==> src/rtl/reg_share_pkg.sv <==
// Shared definitions for the register-sharing arbiter: FSM state encodings
// and a constant-evaluable ceil(log2) helper used to size index ports.
package reg_share_pkg;

  typedef enum logic [0:0] {
    ST_IDLE = 1'b0,
    ST_HOLD = 1'b1
  } state_e;

  function automatic int clog2_f(input int value);
    int r;
    r = 0;
    while ((32'sd1 << r) < value) begin
      r = r + 1;
    end
    return r;
  endfunction

endpackage

==> src/rtl/reg_share_arbiter_rr_pick.sv <==
// Combinational round-robin selector: finds the first asserted request
// starting at ptr and wrapping explicitly so no index ever reaches NUM_REQ.
module rr_pick
  import reg_share_pkg::*;
#(
  parameter int NUM_REQ = 4,
  parameter int IDX_W   = clog2_f(NUM_REQ)
) (
  input  logic [NUM_REQ-1:0] req,
  input  logic [IDX_W-1:0]   ptr,
  output logic               any,
  output logic [IDX_W-1:0]   sel
);

  // Priority search over the rotated request vector.
  always_comb begin
    int base;
    int idx;
    logic found;
    found = 1'b0;
    sel   = '0;
    if (int'(ptr) >= NUM_REQ) begin
      base = 0;
    end else begin
      base = int'(ptr);
    end
    for (int k = 0; k < NUM_REQ; k++) begin
      idx = base + k;
      if (idx >= NUM_REQ) begin
        idx = idx - NUM_REQ;
      end else begin
        idx = idx;
      end
      if (!found && req[idx]) begin
        found = 1'b1;
        sel   = IDX_W'(idx);
      end else begin
        found = found;
      end
    end
    any = found;
  end

endmodule

==> src/rtl/reg_share_arbiter.sv <==
// Round-robin arbiter owning one shared storage register; grants one writer,
// pulses ack for a cycle, then holds q stable for HOLD_CYCLES before re-arbitrating.
module reg_share_arbiter
  import reg_share_pkg::*;
#(
  parameter int NUM_REQ     = 4,
  parameter int DATA_W      = 8,
  parameter int HOLD_CYCLES = 2
) (
  input  logic                          clk,
  input  logic                          reset,
  input  logic [NUM_REQ-1:0]            req,
  input  logic [NUM_REQ*DATA_W-1:0]     wdata,
  output logic [NUM_REQ-1:0]            ack,
  output logic [DATA_W-1:0]             q,
  output logic [clog2_f(NUM_REQ)-1:0]   owner,
  output logic                          valid,
  output logic                          busy
);

  localparam int IDX_W = clog2_f(NUM_REQ);
  localparam int CNT_W = (clog2_f(HOLD_CYCLES + 1) < 1) ? 1 : clog2_f(HOLD_CYCLES + 1);

  state_e               state_q;
  logic [IDX_W-1:0]     rr_ptr_q;
  logic [IDX_W-1:0]     rr_ptr_d;
  logic [CNT_W-1:0]     hold_cnt_q;
  logic [DATA_W-1:0]    data_q;
  logic [NUM_REQ-1:0]   ack_q;
  logic [NUM_REQ-1:0]   ack_d;
  logic [IDX_W-1:0]     owner_q;
  logic                 valid_q;
  logic                 busy_q;
  logic                 pick_any;
  logic [IDX_W-1:0]     pick_sel;
  logic [DATA_W-1:0]    lane_d;

  rr_pick #(
    .NUM_REQ (NUM_REQ),
    .IDX_W   (IDX_W)
  ) u_rr_pick (
    .req (req),
    .ptr (rr_ptr_q),
    .any (pick_any),
    .sel (pick_sel)
  );

  // Winner's lane, one-hot ack and the wrapped next pointer.
  always_comb begin
    lane_d = wdata[int'(pick_sel)*DATA_W +: DATA_W];
    ack_d  = {{(NUM_REQ-1){1'b0}}, 1'b1} << pick_sel;
    if (int'(pick_sel) == NUM_REQ - 1) begin
      rr_ptr_d = '0;
    end else begin
      rr_ptr_d = pick_sel + IDX_W'(1);
    end
  end

  // Arbitration FSM with all outputs registered.
  always_ff @(posedge clk) begin
    if (reset) begin
      state_q    <= ST_IDLE;
      rr_ptr_q   <= '0;
      hold_cnt_q <= '0;
      data_q     <= '0;
      ack_q      <= '0;
      owner_q    <= '0;
      valid_q    <= 1'b0;
      busy_q     <= 1'b0;
    end else begin
      case (state_q)
        ST_IDLE: begin
          if (pick_any) begin
            data_q     <= lane_d;
            owner_q    <= pick_sel;
            valid_q    <= 1'b1;
            ack_q      <= ack_d;
            rr_ptr_q   <= rr_ptr_d;
            hold_cnt_q <= CNT_W'(HOLD_CYCLES - 1);
            busy_q     <= 1'b1;
            state_q    <= ST_HOLD;
          end else begin
            ack_q <= '0;
          end
        end
        ST_HOLD: begin
          ack_q <= '0;
          if (hold_cnt_q == '0) begin
            busy_q  <= 1'b0;
            state_q <= ST_IDLE;
          end else begin
            hold_cnt_q <= hold_cnt_q - CNT_W'(1);
          end
        end
        default: begin
          ack_q   <= '0;
          busy_q  <= 1'b0;
          state_q <= ST_IDLE;
        end
      endcase
    end
  end

  assign ack   = ack_q;
  assign q     = data_q;
  assign owner = owner_q;
  assign valid = valid_q;
  assign busy  = busy_q;

endmodule

==> config.mk <==
export PLATFORM = sky130hd
export DESIGN_NAME = reg_share_arbiter
export DESIGN_NICKNAME = d
export VERILOG_FILES = /design/src/rtl/reg_share_pkg.sv /design/src/rtl/reg_share_arbiter_rr_pick.sv /design/src/rtl/reg_share_arbiter.sv
export SDC_FILE = /design/constraint.sdc
export NUM_CORES = 1
export LEC_CHECK = 0
export CORE_MARGIN = 1.5
export CORE_UTILIZATION = 39
export DETAILED_ROUTE_END_ITERATION = 10
export PLACE_DENSITY = 0.79
export REMOVE_ABC_BUFFERS = 1
export SLEW_MARGIN = 0
export SYNTH_ARGS = -nofsm -noshare
export SYNTH_HDL_FRONTEND = slang
export SYNTH_HIERARCHICAL = 1
export SYNTH_SLANG_ARGS = --single-unit
==> constraint.sdc <==
create_clock -name clk -period 3 [get_ports clk]
set_clock_uncertainty 0.2 [all_clocks]
set_input_delay 0.6 -clock clk [delete_from_list [all_inputs] [get_ports clk]]
set_output_delay 0.6 -clock clk [all_outputs]
set_load 0.05 [all_outputs]
==> flow_metrics.tcl <==
set metrics [dict create \
    place_congestion 0.709 \
    dieHeight_um 55.0 \
    post_cts_resized 0 \
    p_leak_nw 0.629 \
    rows 18 \
    path_delay_family "buffers and inverters" \
    cp_slowest_cell "mux4_1" \
    cp_data_required_time_ns 3.00 \
    h-tree-depth 1 \
    postLayoutCoreUtil_pct 64.7 \
    initial_core_util_pct 41.8 \
    dpl.hpwl_um 1990 \
    tightest_slew_ns 1.05 \
    clock_path_buffers 2 \
    ys_seq_elements 21 \
    endpoint_kind "flip-flop" \
    synth_enable_flop_cells 0 \
    synthCells 114 \
    ys_top_cells_by_area "dfxtp_1 (40%), mux4_2 (11%), nand2_1 (8.5%), mux4_1 (7.5%), a21oi_1 (6.2%)" \
    drt_pass1_iterations 4 \
    ys_top_cells_by_count "nand2_1 (24), dfxtp_1 (21), a21oi_1 (13), nor2_1 (10), inv_1 (7)" \
    drive_gt1_share_pct 10.2 \
    rsz0062_at_grt "no" \
    path_depth 8 \
    wl_um 2400 \
    max-slew-margin-rel_pct 29.8 \
    path_clk_slew_ns 0.11 \
    fin_crit_sh_pct 87.9 \
    critPathMaxStageDelay_ns 0.58 \
    core_um2 2520 \
    avgSynthCellArea_um2 9.25 \
    path_common_cell "a21oi_1" \
    power_mw 0.813 \
    critPathKind "input port to flip-flop" \
    period_minus_slack_ns 2.64 \
    endpoint "q[7]$_SDFFE_PP0P_" \
    drc 0 \
    dominantRegCellSynth "dfxtp_1" \
    synth_most_common_cell "nand2_1" \
    antenna_found_initial 0 \
    critPathLaunchType "input port" \
    syn_area_um2 1050 \
    synth_top_cell_by_area "dfxtp_1" \
    max-cap-violations 0 \
    cts.sink_count 21 \
    wl_per_cell_um 12.2 \
    grt_pass1_vias 954 \
    post_cts_buffers 0 \
    hp-class "flip-flop to flip-flop" \
    outcome "completed" \
    async_flop_share_pct 0 \
    antenna_left 0 \
    cts_buffers 3 \
    hold_violations 0 \
    cts_hold_buffers 0 \
    synth_top_area_share_pct 39.9 \
    ios 54 \
    critPathLaunch "req[1]" \
    rrSetupSlack_ns 0.81 \
    yosysWarnings 6 \
    grt-ovfl-total 0 \
    fp.dieW_um 55.0 \
    crit_chain "clkdlybuf4s50_1 -> inv_1 -> a221o_1 -> a21oi_1 -> buf_4 -> mux4_1 -> nand2_1 -> a21oi_1" \
    finalNetCount 209 \
    crit_buf_inv 3 \
    grt_first_pass_wirelength_um 4000 \
    cts_tree "yes" \
    vias 1002 \
    ir_worst_vdd_uv 304 \
    worstPathArrival_ns 2.64 \
    clock_latency_ns 0.30 \
    slew_viol_final 0 \
    crit_fanout 14 \
    power_density_nw_per_um2 498 \
    grt_max_degree 18 \
    via_per_inst 5.09 \
    fmax_mhz 379 \
    finalSetupTns_ns 0 \
    antenna_cells 0 \
    syn_to_final_growth_pct 54.7 \
    yosysSeqAreaShare_pct 39.9 \
    setup_violations 0 \
    grt_use_total_pct 18.5 \
    dieArea_um2 3030 \
    clockRootBuffer "clkbuf_4" \
    worstReg2RegEnd "q[7]$_SDFFE_PP0P_" \
    io_buffers 53 \
    rr_worst_depth 7 \
    drt_iter0_drc 14 \
    ys_types 24 \
    r2r-start "rr_ptr_q[0]$_SDFFE_PP0P_" \
]
==> power breakdown <==
group          switching [mW]  internal (mW)  total [mW]
logic                   0.185          0.161       0.346
clock network          0.0828         0.0518       0.135
registers              0.0200          0.312       0.332
total                   0.288          0.525       0.813
==> per-layer routing <==
| layer | vias up | GRT usage (%) | part of all wire, % |
|---|---|---|---|
| met2 | 62 | 31.9 | 49 |
| li1 | 497 | - | - |
| met3 | 4 | 6.99 | 12 |
| met1 | 439 | 20.9 | 37 |
| met5 | - | 0 | 0 |
| met4 | 0 | 6.10 | 1.4 |
==> worst min-delay path, cell delays in order, from the launching register on <==
cell	delay, ns
dfxtp_1	0.32
nand2_1	0.05
a21oi_1	0.06
==> kinds of logic (layout without fill, tap and decap cells) <==
logic type | after synthesis | after routing | share of synthesized area [%]
buffers and inverters | 15 | 68 | 6.64
multiplexers | 8 | 8 | 18.2
AND/OR/NAND/NOR | 45 | 45 | 18.5
flip-flops | 21 | 21 | 39.9
adder cells (fa/ha/maj) | 3 | 3 | 3.56
AO/OA/AOI/OAI | 22 | 22 | 13.3
==> flip-flops by register name (all words and copies together) (netlist names) <==
| register | cells |
|---|---|
| ack | 4 |
| busy | 1 |
| hold_cnt_q | 2 |
| owner | 2 |
| q | 8 |
| rr_ptr_q | 2 |
| state_q | 1 |
| valid | 1 |
==> worst min-delay path by stage <==
stage	from	endpoint	slack (ns)	cells after the start
4_1_cts	q[7]$_SDFFE_PP0P_	q[7]$_SDFFE_PP0P_	0.27	2
2_1_floorplan	hold_cnt_q[0]$_SDFFE_PP0P_	hold_cnt_q[0]$_SDFFE_PP0P_	0.23	1
5_1_grt	q[7]$_SDFFE_PP0P_	q[7]$_SDFFE_PP0P_	0.29	2
6_report	q[7]$_SDFFE_PP0P_	q[7]$_SDFFE_PP0P_	0.27	2
3_3_place_gp	q[7]$_SDFFE_PP0P_	q[7]$_SDFFE_PP0P_	0.24	2
3_5_place_dp	hold_cnt_q[0]$_SDFFE_PP0P_	hold_cnt_q[0]$_SDFFE_PP0P_	0.26	1
==> cells in the final DEF, fill, tap and decap left out, drive strengths merged <==
cell type / count
o221ai: 1
nor2b: 2
nand3b: 1
dfxtp: 21
a221o: 1
clkdlybuf4s50: 53
ha: 3
nand3: 1
nand2: 24
a211oi: 1
o21ai: 1
clkbuf: 4
inv: 8
mux4: 8
buf: 3
nor2: 10
a21oi: 18
nand2b: 3
nor3: 1
or3: 3
==> cell type report <==
type	count	area [µm²]
Clock buffer	4	26.3
Fill cell	232	891
Inverter	8	30.0
Multi-Input combinational cell	78	564
Sequential cell	21	420
Tap cell	30	37.5
Timing Repair Buffer	56	553
==> metrics by stage <==
stage	instance area, µm²	hold WS, ns	worst slack [ns]	std cells
4_1_cts	1630	0.272	0.361	197
5_1_grt	1630	0.289	0.209	197
3_5_place_dp	1610	0.260	0.0412	193
2_1_floorplan	1010	0.232	0.0817	107
6_report	1630	0.268	0.363	197
3_3_place_gp	1610	0.243	0.112	193
(Power assumes the default switching activity.)
